**config.mk**
```make
export PLATFORM = sky130hd
export DESIGN_NAME = uart_rx_param
export DESIGN_NICKNAME = d
export VERILOG_FILES = /design/src/rtl/uart_rx_param.sv
export SDC_FILE = /design/constraint.sdc
export NUM_CORES = 1
export LEC_CHECK = 0
export CELL_PAD_IN_SITES_DETAIL_PLACEMENT = 2
export CELL_PAD_IN_SITES_GLOBAL_PLACEMENT = 2
export CORE_MARGIN = 8
export CORE_UTILIZATION = 34
export CTS_CLUSTER_SIZE = 10
export DETAILED_ROUTE_END_ITERATION = 12
export PLACE_DENSITY = 0.75
export SYNTH_ARGS = -nofsm -noshare
export SYNTH_HDL_FRONTEND = slang
export SYNTH_SLANG_ARGS = --single-unit
```
**constraint.sdc**
```tcl
create_clock -name i_clk -period 2.3 [get_ports i_clk]
set_clock_uncertainty 0.1 [all_clocks]
set_input_delay 0.46 -clock i_clk [delete_from_list [all_inputs] [get_ports i_clk]]
set_output_delay 0.46 -clock i_clk [all_outputs]
set_load 0.005 [all_outputs]
```
**src/rtl/uart_rx_param.sv**
```systemverilog
// uart_rx_param: parametrised UART receiver with parity, 1/2 stop bits, glitch rejection,
// error flags and a ready/valid output with overrun detection.
module uart_rx_param #(
   parameter int CLKS_PER_BIT = 868,
   parameter int DATA_BITS    = 8,
   parameter int PARITY_MODE  = 0,
   parameter int STOP_BITS    = 1
) (
   input  logic                 i_clk,
   input  logic                 i_rst,
   input  logic                 i_Rx_serial,
   input  logic                 i_RX_ready,
   output logic [DATA_BITS-1:0] o_RX,
   output logic                 o_RX_DV,
   output logic                 o_frame_err,
   output logic                 o_parity_err,
   output logic                 o_overrun,
   output logic                 o_busy
);
   localparam int CW = $clog2(CLKS_PER_BIT);
   localparam logic [CW-1:0] MID = CW'((CLKS_PER_BIT - 1) / 2);
   localparam logic [CW-1:0] LAST = CW'(CLKS_PER_BIT - 1);

   typedef enum logic [2:0] {IDLE, START, DATA, PARITY, STOP, DELIVER, BREAK_WAIT} state_t;

   state_t state, state_nx;
   logic rx_m, rx_s, ferr, par_q, perr, tick, load;
   logic [CW-1:0] cnt;
   logic [3:0] idx;
   logic [DATA_BITS-1:0] data_q;

   assign tick = cnt == LAST;
   assign perr = (PARITY_MODE != 0) && (^data_q ^ par_q ^ (PARITY_MODE == 2));
   assign load = state == DELIVER && (!o_RX_DV || i_RX_ready);
   assign o_busy = state != IDLE;

   always_ff @(posedge i_clk or posedge i_rst)
      if (i_rst) {rx_m, rx_s} <= 2'b11;
      else {rx_m, rx_s} <= {i_Rx_serial, rx_m};

   always_comb begin
      state_nx = state;
      case (state)
         IDLE:       if (!rx_s) state_nx = START;
         START:      if (cnt == MID) state_nx = rx_s ? IDLE : DATA;
         DATA:       if (tick && idx == 4'(DATA_BITS - 1)) state_nx = PARITY_MODE != 0 ? PARITY : STOP;
         PARITY:     if (tick) state_nx = STOP;
         STOP:       if (tick && idx == 4'(STOP_BITS - 1)) state_nx = DELIVER;
         DELIVER:    state_nx = ferr ? BREAK_WAIT : IDLE;
         BREAK_WAIT: if (rx_s) state_nx = IDLE;
         default:    state_nx = IDLE;
      endcase
   end

   // counter restarts on every transition, so DATA ticks land one bit period after mid-start
   always_ff @(posedge i_clk or posedge i_rst)
      if (i_rst) begin
         state  <= IDLE;
         cnt    <= '0;
         idx    <= '0;
         data_q <= '0;
         par_q  <= 1'b0;
         ferr   <= 1'b0;
      end else begin
         state <= state_nx;
         cnt   <= (state_nx != state || tick) ? '0 : cnt + 1'b1;
         idx   <= state_nx != state ? '0 : (tick && (state == DATA || state == STOP)) ? idx + 1'b1 : idx;
         if (state == DATA && tick) data_q <= {rx_s, data_q[DATA_BITS-1:1]};
         if (state == PARITY && tick) par_q <= rx_s;
         if (state == START) ferr <= 1'b0;
         else if (state == STOP && tick && !rx_s) ferr <= 1'b1;
      end

   always_ff @(posedge i_clk or posedge i_rst)
      if (i_rst) begin
         o_RX         <= '0;
         o_RX_DV      <= 1'b0;
         o_frame_err  <= 1'b0;
         o_parity_err <= 1'b0;
         o_overrun    <= 1'b0;
      end else begin
         o_overrun <= state == DELIVER && o_RX_DV && !i_RX_ready;
         if (load) begin
            o_RX         <= data_q;
            o_frame_err  <= ferr;
            o_parity_err <= perr;
            o_RX_DV      <= 1'b1;
         end else if (o_RX_DV && i_RX_ready) o_RX_DV <= 1'b0;
      end
endmodule

```
After elaboration in Yosys (flattened, before gate mapping)
Cells that the tools add are included.

Register bits: 39. Input bits: 4. Output and inout bits: 13. Logic and storage cells: 61.

Add/sub/neg operators: 2. Equality and inequality tests: 10. Muxes and demuxes: 16. Reductions and logical operators: 22.

Operators by type and width (count): 2-to-1 mux 3 bit (7); one-hot mux 3 bit (7 select lines) (1); adder 10 x 1 -> 10 bit (second input constant) (1); == test 10 bit (second input constant) (1); == test 10 x 9 -> 1 bit (second input constant) (1); logical AND 1 bit (10); 2-to-1 mux 10 bit (1); == test 3 bit (second input constant) (3); 2-to-1 mux 4 bit (2); == test 3 x 2 -> 1 bit (second input constant) (2); nonzero test 2 bit (3); adder 4 x 1 -> 4 bit (second input constant) (1); == test 4 x 3 -> 1 bit (second input constant) (1); zero test 4 bit (1); 2-to-1 mux 1 bit (4); == test 3 x 1 -> 1 bit (second input constant) (1); zero test 1 bit (3); zero test 3 bit (1); logical OR 1 bit (3); inequality test 3 bit (1); nonzero test 3 bit (1); 2-to-1 mux 2 bit (1).

Logic depth before layout (Yosys ltp)
Gate-level depths: netlist of run 1.

Word-level depth: 7. Mapped depth: 8. Mapped depth without buffers: 7.

Least setup slack after synthesis of run 1
No wires, ideal clock.

Path kind: register to register. From: reg cnt[4]. To: reg data_q[0]. Library setup time: 0.125 ns. Arrival: 2.098 ns. Required time: 2.075 ns. Setup slack: -0.023 ns. Stages on the path, launching flop included: 6. Buffers on the path: 1. Period minus slack after synthesis: 2.323 ns. Path through: dfrtp_1 -> or3b_1 -> or4_4 -> or3_1 -> buf_6 -> mux2_4.

Cells in the longest elaborated chain, start to end: 2.

RTL lines: start: declaration (RTL line 28) `logic [CW-1:0] cnt;`; start signal: assignment (RTL line 66) `cnt <= (state_nx != state || tick) ? '0 : cnt + 1'b1;`; == test 10 bit (RTL line 32) `assign tick = cnt == LAST;`; logical AND 1 bit (RTL line 68) `if (state == DATA && tick) data_q <= {rx_s, data_q[DATA_BITS-1:1]};`; end signal: assignment (RTL line 68); end: declaration (RTL line 30) `logic [DATA_BITS-1:0] data_q;`.

Every way passes these cells. A chain may end at the register's enable or synchronous reset.

Worst setup path in the final report of run 1
From: reg cnt[7]. To: reg data_q[7].

Same word-level chain as after synthesis.

==> metrics, run 1 <==
Netlist cell types=38; largest net degree at the start of global routing=40; Hold Path Sink=rx_s$_DFF_PP1_; Reg clk slew, reported paths=0.08 ns; Routability Congestion=roughly 0.8; status=complete, no violations; max incr delay on CP=around 0.53 ns; dpl cells=between 200 and 300; Final WS setup=0.01458 ns; CTS Buf Count=5; Pwr Total=1.291 mW; Lkg Pwr=1.046 nW; layout cell share with drive strength beyond 1=0.2228; final design utilization=0.4239; vias in the first global route=roughly 1600; FF-to-FF End=data_q[7]$_DFFE_PP0P_; CTS Root Cell=clkbuf_8; Setup Viol. Count Final=0; Post-Syn Area=1851 sq um; synth-to-layout area growth=23.06%; Antenna diodes=0; Worst EP arrival=2.37 ns; Worst Hold Launch=rx_m$_DFF_PP1_; Slew Limit Fails=0; Critical Path RT=2.38 ns; routed len/inst=17.31 um; Port Buffers=15; Chip Height=89.78 um; CP cell instances=or3b_4, or4_4, or3_4, mux2_4; post-synthesis sequential area ratio=0.5287; Syn Inst Count=166; grt ovf=0; Rows=27; drt first-iter violations=32; Die X=89.78 um; final worst path period share=0.9937; Post-DP HPWL=3509 um; CTS tree=built; routed wire length=4587 um; initial antenna violation count=0; Worst R2R Setup Slack=0.01 ns; Slowest-stage cell, CP=or4_4; dpl ws=-0.1107 ns; Hold Path Depth=0; Die ar.=8060 sq um; Worst Setup End Kind=flop; Synth Net Count=174; Max clock buf depth=2; Nets=200; final-report hold violation count=0; FF-to-FF path depth=4; Seq cells post-synth=39; area post-placement=2140 sq um; hold_ws=0.2572 ns; Power Dens Cells=566.9 nW/um^2; peak supply drop=0.2619 mV; Achievable Freq=437.6 MHz; worst hold path class=reg2reg; RSZ-0062 raised after global routing=yes; CP max FO=8; via count=1337; Post-Layout Inst Area=2277 sq um; starting density of the core=0.3445; Final ANT Viol Nets=0; Worst Setup Start Kind=flop; Avg Cell Area, Syn=11.15 sq um; H-tree depth=2; # DRC=0; Synth Warn #=0; Std-Cell Core Area=5371 sq um; overall routing resource usage=0.1183; Tmin final=2.285 ns; Max-cap violations=0; CTS sink cnt=39; global-route wire length before repair=7831 um; non-filler instance count after layout=265; worst-skew pair later-pin latency=0.29 ns; Fillers=576; Setup TNS Final=0 ns; IO Pins=17; Pre-antenna DRT Iters=3; RR Startpoint=cnt[7]$_DFF_PP0_; WS Path Type=reg2reg; vias per inst=5.045
==> cells by family after synthesis <==
kind of cell,Yosys count,share of synthesized area
and+or+nand+nor,59,0.1663
DFF,39,0.5287
AOI/OAI and AO/OA,18,0.05748
muxes,18,0.1251
buffers and inverters,16,0.04124
xor gates and xnor gates,11,0.05207
adders and majority gates,4,0.02705
other,1,0.002026
==> what timing repair did <==
| item | 4_1_cts | 5_1_grt |
|---|---|---|
| resized for setup | 3 | 3 |
| setup buffers | 1 | 0 |
| hold buffers | 0 | 0 |
| pin swaps | 1 | 2 |
| setup endpoints to repair | 22 | 22 |
==> layout make-up <==
type | count | area [sq um] | share of cell area
Clock buffer | 5 | 68.82 | 0.03022
Clock inverter | 3 | 43.79 | 0.01923
Inverter | 10 | 37.54 | 0.01648
Multi-Input combinational cell | 111 | 820.8 | 0.3604
Sequential cell | 39 | 978.4 | 0.4297
Tap cell | 72 | 90.09 | 0.03956
Timing Repair Buffer | 25 | 237.7 | 0.1044
==> synthesized netlist by cell type (all sizes together) <==
library cell,instances,share of area
dfstp,2,0.028
nand4bb,1,0.0061
and3,1,0.0034
nand4,3,0.010
a21oi,7,0.019
nand3,5,0.014
clkbuf,2,0.0041
mux2,17,0.12
nor2,11,0.022
nand2,11,0.022
or3,2,0.0068
xor2,3,0.014
mux2i,1,0.0054
nor4,2,0.0068
nor3,14,0.038
a22oi,1,0.0041
and2,1,0.0034
buf,4,0.017
conb,1,0.0020
o211ai,1,0.0041
or2b,1,0.0041
nor4b,1,0.0047
dfrtp,37,0.50
nand2b,2,0.0068
a32oi,1,0.0047
xnor2,8,0.038
o31a,1,0.0054
nor2b,1,0.0034
or3b,1,0.0047
o21ai,6,0.016
inv,10,0.020
a211oi,1,0.0041
ha,4,0.027
or4,2,0.010
==> worst max-delay path by stage <==
stage / start / to / slack, ns / depth (start not counted)
after floorplan: cnt[4]$_DFF_PP0_ / data_q[0]$_DFFE_PP0P_ / 0.04 / 5
after global placement: cnt[7]$_DFF_PP0_ / data_q[6]$_DFFE_PP0P_ / 0.03 / 5
after detailed placement: cnt[7]$_DFF_PP0_ / cnt[5]$_DFF_PP0_ / -0.11 / 6
after CTS: cnt[0]$_DFF_PP0_ / data_q[5]$_DFFE_PP0P_ / 0.02 / 6
after global routing: cnt[1]$_DFF_PP0_ / cnt[1]$_DFF_PP0_ / -0.03 / 9
final: cnt[7]$_DFF_PP0_ / data_q[7]$_DFFE_PP0P_ / 0.01 / 4
==> sequential cells by signal (all words and copies together), names as in the netlist <==
register     flops
rx_s             1
o_RX             8
idx              4
state            3
rx_m             1
o_overrun        1
cnt             10
data_q           8
o_RX_DV          1
o_frame_err      1
ferr             1
==> worst max-delay path, delay by kind of cell, from the launching register on <==
family	cells	cell delay [ns]
multiplexers	1	0.33
flip-flops	1	0.38
AND/OR/NAND/NOR	3	1.36
==> placed cells by master (no fill, tap or decap), types with 2 or more instances in the layout <==
| cell type | count |
|---|---|
| a21oi_1 | 7 |
| buf_4 | 9 |
| clkbuf_8 | 5 |
| clkdlybuf4s50_1 | 15 |
| dfrtp_1 | 37 |
| dfstp_2 | 2 |
| ha_1 | 3 |
| inv_1 | 10 |
| mux2_2 | 9 |
| mux2_4 | 8 |
| nand2_1 | 11 |
| nand2b_1 | 2 |
| nand3_1 | 5 |
| nand4_1 | 3 |
| nor2_1 | 11 |
| nor3_1 | 14 |
| o21ai_0 | 6 |
| xnor2_1 | 8 |
| xor2_1 | 3 |
==> per-layer routing <==
layer  part of all wire  vias to the layer above  GRT usage
met5                  0                        -          0
met3              0.037                        6    0.03408
met1               0.40                      692     0.1181
met4              0.012                        0    0.03385
li1                   -                      622          -
met2               0.56                       17     0.2288
==> power breakdown <==
group / switching (mW) / internal [mW] / total, mW
Combinational: 0.0163 / 0.00657 / 0.0229
Clock: 0.255 / 0.323 / 0.578
Sequential: 0.00219 / 0.688 / 0.690
Total: 0.273 / 1.02 / 1.29
(Power assumes the default switching activity.)
==> inputs of run 2 (changes only) <==
CORE_MARGIN = default   (was 8)
CTS_CLUSTER_DIAMETER = 60   (was default)
==> metrics, run 2 (same netlist as run 1, synthesis figures left out) <==
status=complete, no violations; H-tree depth=2 (unchanged); hold buffers post-CTS=0 (unchanged); Lkg Pwr=1.064 nW (+1.8%); Hold Path Depth=0 (unchanged); Fillers=541 (-6.1%); global-route wire length before repair=7279 um (-7.0%); Setup Viol. Count Final=0 (unchanged); dpl ws=-0.08193 ns (+0.02882 ns); Final WS setup=0.01321 ns (-0.001367 ns); Largest regs=cnt (10), data_q (8), o_RX (8); non-filler instance count after layout=266 (+0.38%); drt first-iter violations=46 (+44%); via count=1326 (-0.82%); final worst path period share=0.9943 (about the same); vias per inst=4.985 (-1.2%); synth-to-layout area growth=24.14%; overall routing resource usage=0.1791 (+0.06082); number of flip-flops in the largest register=10 (unchanged); area post-placement=2145 sq um (+0.23%); RR Startpoint=cnt[7]$_DFF_PP0_; Most flops, register=cnt; CP max FO=8 (unchanged); hold_ws=0.2631 ns (+0.005910 ns); Power Dens Cells=559.7 nW/um^2 (-1.3%); Port Buffers=15 (unchanged); commonest non-fill, non-tap cell in the layout=dfrtp_1; Rows=26 (-3.7%); FF-to-FF path depth=5 (+1); FF-to-FF End=data_q[3]$_DFFE_PP0P_; footprint of the multi-input gates=815.8 sq um (-0.61%); final-report hold violation count=0 (unchanged); # DRC=0 (unchanged); Std-Cell Core Area=5172 sq um (-3.7%); Die ar.=5742 sq um (-29%); Worst Hold Launch=rx_m$_DFF_PP1_; Post-DP HPWL=3145 um (-10%); Reg area=979.7 sq um (+0.13%); Worst Setup Start Kind=flop; peak supply drop=0.3702 mV (+41%); Post-Layout Inst Area=2297 sq um (+0.88%); Critical Path RT=2.38 ns (about the same); Antenna diodes=0 (unchanged); Pwr Total=1.286 mW (-0.40%); worst-skew pair later-pin latency=0.29 ns (about the same); Pre-antenna DRT Iters=4 (+1); grt ovf=0 (unchanged); Nets=203 (+1.5%); largest net degree at the start of global routing=40 (unchanged); Worst R2R Setup Slack=0.01 ns (about the same); routed len/inst=16.25 um (-6.1%); RSZ-0062 raised after global routing=yes; Achievable Freq=437.3 MHz (about the same); Hold Path Sink=rx_s$_DFF_PP1_; CTS Buf Count=5 (unchanged); layout cell share with drive strength beyond 1=0.2398 (+0.01700); Die X=75.78 um (-16%); vias in the first global route=1476 (-5.9%); Worst EP arrival=2.37 ns (about the same); Max-cap violations=0 (unchanged); Routability Congestion=0.7712 (-3.6%); worst hold path class=reg2reg; Tmin final=2.287 ns (+0.001367 ns); Worst Setup End Kind=flop; Chip Height=75.78 um (-16%); worst-margin pin slew=0.5048 ns; dpl cells=256 (-0.39%); routed wire length=4322 um (-5.8%); WS Path Type=reg2reg; IO Pins=17 (unchanged); Slew Limit Fails=0 (unchanged); most frequent cells in the layout=dfrtp_1 (36), clkdlybuf4s50_1 (15), nor3_1 (14); CTS tree=built; Final ANT Viol Nets=0 (unchanged); starting density of the core=0.3578 (+0.01325); Reg clk slew, reported paths=0.08 ns (about the same); Slew headroom=0.6635; Max clock buf depth=2 (unchanged); Setup TNS Final=0 ns (unchanged); CTS sink cnt=39 (unchanged); final design utilization=0.4441 (+0.02018); CTS Root Cell=clkbuf_8; initial antenna violation count=0 (unchanged)
-- run 2: cell count changes in the layout (fill, tap and decap cells not counted) --
cell,delta
a32oi_1,-1
a32oi_2,+1
buf_6,+1
ha_1,+1
dfrtp_2,+1
nor4_4,-1
or3_1,+1
or4_4,+1
ha_2,-1
nor4_2,+1
or3_4,-1
buf_4,+2
or4_1,-1
dfrtp_1,-1
-- run 2: power by group --
group	internal (mW)	switching, mW
Clock	0.323	0.250
Combinational	0.00656	0.0160
Sequential	0.688	0.00203
-- run 2: layer usage --
metal  track usage  vias up  wire length, um
met2        0.3225       19             2333
li1              -      630                -
met5             0        -                0
met1        0.2075      669             1802
met3       0.03307        8              112
met4       0.07613        0               72
-- run 2: layout make-up --
cell class | instances | share of cell area
Timing Repair Buffer | 28 | 0.1149
Tap cell | 70 | 0.03813
Sequential cell | 39 | 0.4265
Multi-Input combinational cell | 111 | 0.3551
Clock buffer | 5 | 0.02996
Clock inverter | 3 | 0.01906
Inverter | 10 | 0.01634
-- run 2: timing repair --
item,4_1_cts,5_1_grt
gates resized for setup,3,3
pin swaps,1,0
setup endpoints to repair,23,22
buffers inserted,2,0
-- run 2: critical path, cell delays in order (launching register included) --
cell,delay [ns]
dfrtp_1,0.39
or3b_4,0.41
or4_4,0.46
or3_1,0.34
buf_6,0.16
mux2_4,0.30
-- run 2: how the worst max path moves through the flow --
stage / start / end
2_1_floorplan: cnt[4]$_DFF_PP0_ / data_q[0]$_DFFE_PP0P_
3_3_place_gp: cnt[7]$_DFF_PP0_ / data_q[3]$_DFFE_PP0P_
3_5_place_dp: cnt[7]$_DFF_PP0_ / cnt[2]$_DFF_PP0_
4_1_cts: cnt[7]$_DFF_PP0_ / data_q[3]$_DFFE_PP0P_
5_1_grt: cnt[7]$_DFF_PP0_ / data_q[3]$_DFFE_PP0P_
6_report: cnt[7]$_DFF_PP0_ / data_q[3]$_DFFE_PP0P_
